File: src/rtl/bd_out_handshaker.sv
// Takes words from the core BD_out channel and presents them to Braindrop on a
// bundled-data 4-phase port: data is held for a setup time, then req/ack completes.
module bd_out_handshaker #(
    parameter int NBDdata  = 21,
    parameter int Nsetup   = 2,
    parameter int Nsync    = 2,
    parameter int Ntimeout = 16,
    parameter int Ncount   = 16
) (
    input  logic               clk,
    input  logic               reset,
    input  logic [NBDdata-1:0] in_d,
    input  logic               in_v,
    output logic               in_a,
    output logic [NBDdata-1:0] bd_data,
    output logic               bd_req,
    input  logic               bd_ack,
    input  logic               hold,
    output logic               busy,
    output logic               timeout_err,
    output logic [Ncount-1:0]  sent_count
);

    localparam logic [1:0] IDLE    = 2'd0;
    localparam logic [1:0] SETUP   = 2'd1;
    localparam logic [1:0] WAIT_HI = 2'd2;
    localparam logic [1:0] WAIT_LO = 2'd3;

    localparam logic [3:0]          SETUP_LOAD = 4'(Nsetup);
    localparam logic [Ntimeout-1:0] WAIT_MAX   = '1;

    logic [1:0]          state;
    logic [Nsync-1:0]    ack_sync;
    logic                ack_s;
    logic [3:0]          setup_cnt;
    logic [Ntimeout-1:0] wait_cnt;
    logic [Ntimeout-1:0] wait_inc;
    logic                xfer;

    // bd_ack is asynchronous to clk; only the last flop of this chain is trusted
    always_ff @(posedge clk or negedge reset) begin
        if (!reset) begin
            ack_sync <= '0;
        end else begin
            ack_sync <= {ack_sync[Nsync-2:0], bd_ack};
        end
    end

    assign ack_s    = ack_sync[Nsync-1];
    assign in_a     = (state == IDLE) && !hold && !ack_s;
    assign xfer     = in_a && in_v;
    assign busy     = (state != IDLE);
    assign wait_inc = (wait_cnt == WAIT_MAX) ? wait_cnt : wait_cnt + 1'b1;

    always_ff @(posedge clk or negedge reset) begin
        if (!reset) begin
            state       <= IDLE;
            bd_data     <= '0;
            bd_req      <= 1'b0;
            setup_cnt   <= '0;
            wait_cnt    <= '0;
            timeout_err <= 1'b0;
            sent_count  <= '0;
        end else begin
            case (state)
                IDLE: begin
                    if (xfer) begin
                        bd_data   <= in_d;
                        setup_cnt <= SETUP_LOAD;
                        state     <= SETUP;
                    end
                end
                SETUP: begin
                    setup_cnt <= setup_cnt - 1'b1;
                    if (setup_cnt == 4'd1) begin
                        bd_req   <= 1'b1;
                        wait_cnt <= '0;
                        state    <= WAIT_HI;
                    end
                end
                WAIT_HI: begin
                    if (ack_s) begin
                        bd_req   <= 1'b0;
                        wait_cnt <= '0;
                        state    <= WAIT_LO;
                    end else begin
                        wait_cnt <= wait_inc;
                        if (wait_inc == WAIT_MAX) begin
                            timeout_err <= 1'b1;
                        end
                    end
                end
                WAIT_LO: begin
                    // A stuck ack only raises the flag; the word is never abandoned
                    if (!ack_s) begin
                        sent_count <= sent_count + 1'b1;
                        state      <= IDLE;
                    end else begin
                        wait_cnt <= wait_inc;
                        if (wait_inc == WAIT_MAX) begin
                            timeout_err <= 1'b1;
                        end
                    end
                end
                default: begin
                    state <= IDLE;
                end
            endcase
        end
    end

endmodule

File: config.mk
export PLATFORM = sky130hd
export DESIGN_NAME = bd_out_handshaker
export DESIGN_NICKNAME = d
export VERILOG_FILES = /design/src/rtl/bd_out_handshaker.sv
export SDC_FILE = /design/constraint.sdc
export NUM_CORES = 1
export LEC_CHECK = 0
export ABC_AREA = 1
export CORE_UTILIZATION = 47
export DETAILED_ROUTE_END_ITERATION = 8
export HOLD_SLACK_MARGIN = 0.06
export PLACE_DENSITY = 0.87
export REMOVE_ABC_BUFFERS = 1
export SYNTH_ARGS = -nofsm -noshare
export SYNTH_HDL_FRONTEND = slang
export SYNTH_SLANG_ARGS = --single-unit
File: constraint.sdc
create_clock -name clk -period 1.6 [get_ports clk]
set_input_delay 0.32 -clock clk [delete_from_list [all_inputs] [get_ports clk]]
set_output_delay 0.32 -clock clk [all_outputs]
set_load 0.05 [all_outputs]
==> results.sh <==
export IMPL_r2r_setup_slack_ns=-0.46
export IMPL_ys_seq_elements=63
export IMPL_hold_path_class="reg2reg"
export IMPL_via_per_inst=6.17
export IMPL_cts_sinks=63
export IMPL_fmax_mhz=485
export IMPL_ys_flop_type="dfrtp_1"
export IMPL_slew_headroom_pct=62.1
export IMPL_async_reset_ff_share_pct=100
export IMPL_antenna_found_initial=0
export IMPL_cts_tree="yes"
export IMPL_synth_cell_types=35
export IMPL_reg2reg_depth=9
export IMPL_initial_core_util_pct=49.0
export IMPL_drtIter0Drc=416
export IMPL_violations="negative setup slack"
export IMPL_crit_path_end_kind="flop"
export IMPL_coreArea_um2=6830
export IMPL_worstSetupEndpoint="timeout_err$_DFFE_PN0P_"
export IMPL_syn2layout_area_growth_pct=67.6
export IMPL_drive_gt1_share_pct=42.3
export IMPL_period_share_pct=129
export IMPL_finalWorstSetupSlack_ns=-0.462
export IMPL_routed_via_count=4078
export IMPL_skew_ns=0.00796
export IMPL_synthTopCellsByArea="dfrtp_1, nand2_1, inv_1"
export IMPL_io_buffers=66
export IMPL_p_clk_share_pct=15.4
export IMPL_die_y_um=86.4
export IMPL_diodes=0
export IMPL_io_pins=67
export IMPL_nets=596
export IMPL_synth_edf_count=0
export IMPL_required_ns=1.85
export IMPL_r2r_start="wait_cnt[1]$_DFFE_PN0P_"
export IMPL_dpl_cell_area_um2=4600
export IMPL_first_pass_iters=7
export IMPL_dp_hpwl_mm=6.86
export IMPL_synthCells=410
export IMPL_p_switching_mw=4.68
export IMPL_yosys_top_cells_count="nand2_1, dfrtp_1, inv_1"
export IMPL_cts_root_buffer="clkbuf_8"
export IMPL_drt_total_wl_mm=15.5
export IMPL_slew_viol_final=0
export IMPL_switching_share_pct=48.1
export IMPL_critPathKind="reg2reg"
export IMPL_cts_max_level=3
export IMPL_pwr_share_seq_pct=24.5
export IMPL_tightestPinTransition_ns=0.568
export IMPL_cts_made_buffers=9
export IMPL_fin_crit_ns=2.06
export IMPL_power_leakage_nw=2.76
export IMPL_cp_start_kind="flop"
export IMPL_intPower_mw=5.06
export IMPL_status="finished, violations left"
export IMPL_chipWidth_um=86.4
export IMPL_avgSynthCellArea_um2=8.17
export IMPL_finalHoldViolations=0
export IMPL_crit_fanout=3
export IMPL_r2r_end="timeout_err$_DFFE_PN0P_"
export IMPL_path_clk_slew_ns=0.08
export IMPL_grt_max_degree=25
export IMPL_fillCellCount=337
export IMPL_crit_arrival_ns=2.32
export IMPL_rsz0062_at_grt="yes"
export IMPL_clk_latency_ns=0.36
export IMPL_syn_area_um2=3350
export IMPL_ys_seq_area_share_pct=47.1
export IMPL_cap_violations=0
export IMPL_powerDensity_nw_per_um2=1730
export IMPL_ir_worst_vdd_mv=1.69
export IMPL_grt_pass1_vias=3718
export IMPL_synth_warnings=0
export IMPL_post_route_drc_count=0
export IMPL_routedWlPerCell_um=23.4
export IMPL_crit_start="wait_cnt[1]$_DFFE_PN0P_"
export IMPL_grt_overflow=0
export IMPL_seq_area_um2=1580
export IMPL_rows=30
export IMPL_gp_congestion=0.892
export IMPL_track_usage_pct=32.3
export IMPL_design_area_um2=5610
export IMPL_dieArea_um2=7470
export IMPL_drtAntennaViolNets=0
export IMPL_clk_path_buf_depth=2
export IMPL_yosys_area_top_type="dfrtp_1"
export IMPL_multiInputGateArea_um2=2020
export IMPL_synth_most_common_cell="nand2_1"
export IMPL_finalSetupViolations=61
export IMPL_grt_first_pass_wirelength_mm=17.9
export IMPL_p_comb_share_pct=60.1
export IMPL_yosysTopAreaCellShare_pct=47.1
export IMPL_tns_ns=-10.65
-- per-layer routing --
metal	routed length, um	share of wire (%)	global-route usage (%)
met1	5260	34	35.5
met4	1260	8.1	19.2
met3	1420	9.2	7.24
met2	7520	49	57.0
met5	0	0	0
-- kinds of logic after synthesis --
kind of cell,after synthesis,synth area share [%]
xor gates and xnor gates,16,4.41
DFF,63,47.0
adders and majority gates,9,3.36
and+or+nand+nor,228,32.1
buffers and inverters,54,6.42
AOI/OAI and AO/OA,40,6.68
-- placed cells by master (no fill, tap or decap), types with 3 or more instances in the layout --
cell type	n
xor2_1	13
inv_2	5
a21oi_1	4
o22ai_1	3
buf_6	12
inv_4	3
nand3_4	5
buf_4	87
nand3_2	11
nand2_1	119
dfrtp_1	62
nor2_2	3
clkbuf_8	11
nor2_4	12
ha_4	5
nand3_1	17
clkdlybuf4s50_1	24
nand4_1	10
nand2_4	4
nor2_1	20
o22ai_2	4
inv_1	36
o21ai_2	11
o21ai_0	4
nand2_2	16
o21ai_4	4
buf_12	21
o21ai_1	4
-- repair_timing --
action,in CTS,in global routing
cloned,0,3
endpoints found under the hold margin,19,0
pin swaps,14,32
setup buffers,16,18
hold buffers,1,0
resized for setup,35,99
endpoints found under the setup margin,47,57
-- flip-flops by register name, indices dropped and copies added (netlist names) --
signal / count
bd_req: 1
setup_cnt: 4
ack_sync: 2
sent_count: 16
timeout_err: 1
wait_cnt: 16
bd_data: 21
state: 2
-- stage by stage --
stage	setup WS, ns	hold slack (ns)	utilization (%)	cells	power (mW)
final	-0.462	0.426	82.2	661	9.73
after global routing	-0.521	0.409	82.2	661	9.92
after CTS	-0.185	0.362	73.8	644	7.98
after detailed placement	-0.143	0.316	67.4	612	6.19
after global placement	-0.0571	0.309	67.4	612	6.01
after floorplan	-1.36	0.0244	-	402	4.49
-- worst max-delay path, cell delays in order (launching register included) --
cell and delay [ns]:
dfrtp_1 0.42, ha_4 0.18, nand3_1 0.26, buf_4 0.25
xor2_1 0.31, nand2_1 0.16, nand2_1 0.12, nor2_1 0.09
nand3_1 0.12, nand2_1 0.06
-- how the worst min path moves through the flow --
| stage | depth (start not counted) | from | slack [ns] | end |
|---|---|---|---|---|
| after floorplan | 0 | reset | 0.02 | ack_sync[0]$_DFF_PN0_ |
| after global placement | 1 | reset | 0.31 | bd_data[19]$_DFFE_PN0P_ |
| after detailed placement | 1 | reset | 0.32 | setup_cnt[0]$_DFFE_PN0P_ |
| after CTS | 0 | ack_sync[0]$_DFF_PN0_ | 0.36 | ack_sync[1]$_DFF_PN0_ |
| after global routing | 0 | ack_sync[0]$_DFF_PN0_ | 0.41 | ack_sync[1]$_DFF_PN0_ |
| final | 0 | ack_sync[0]$_DFF_PN0_ | 0.43 | ack_sync[1]$_DFF_PN0_ |
-- cell type report --
class | count | share of cell area (%)
clock inverter | 3 | 0.758
sequential | 63 | 28.1
multi-input combinational | 293 | 35.9
timing repair buffer | 148 | 27.0
clock buffer | 12 | 2.76
tap | 96 | 2.14
inverter | 46 | 3.37
-- power by group through the flow --
| stage | Combinational [mW] | Sequential (mW) | Clock (mW) |
|---|---|---|---|
| 5_1_grt | 6.00 | 2.38 | 1.54 |
| 2_1_floorplan | 1.06 | 3.43 | 0 |
| 4_1_cts | 4.27 | 2.29 | 1.42 |
| 3_3_place_gp | 3.74 | 2.28 | 0 |
| 6_report | 5.85 | 2.38 | 1.50 |
| 3_5_place_dp | 3.90 | 2.29 | 0 |
No activity file was read; power rests on OpenSTA's default activity.
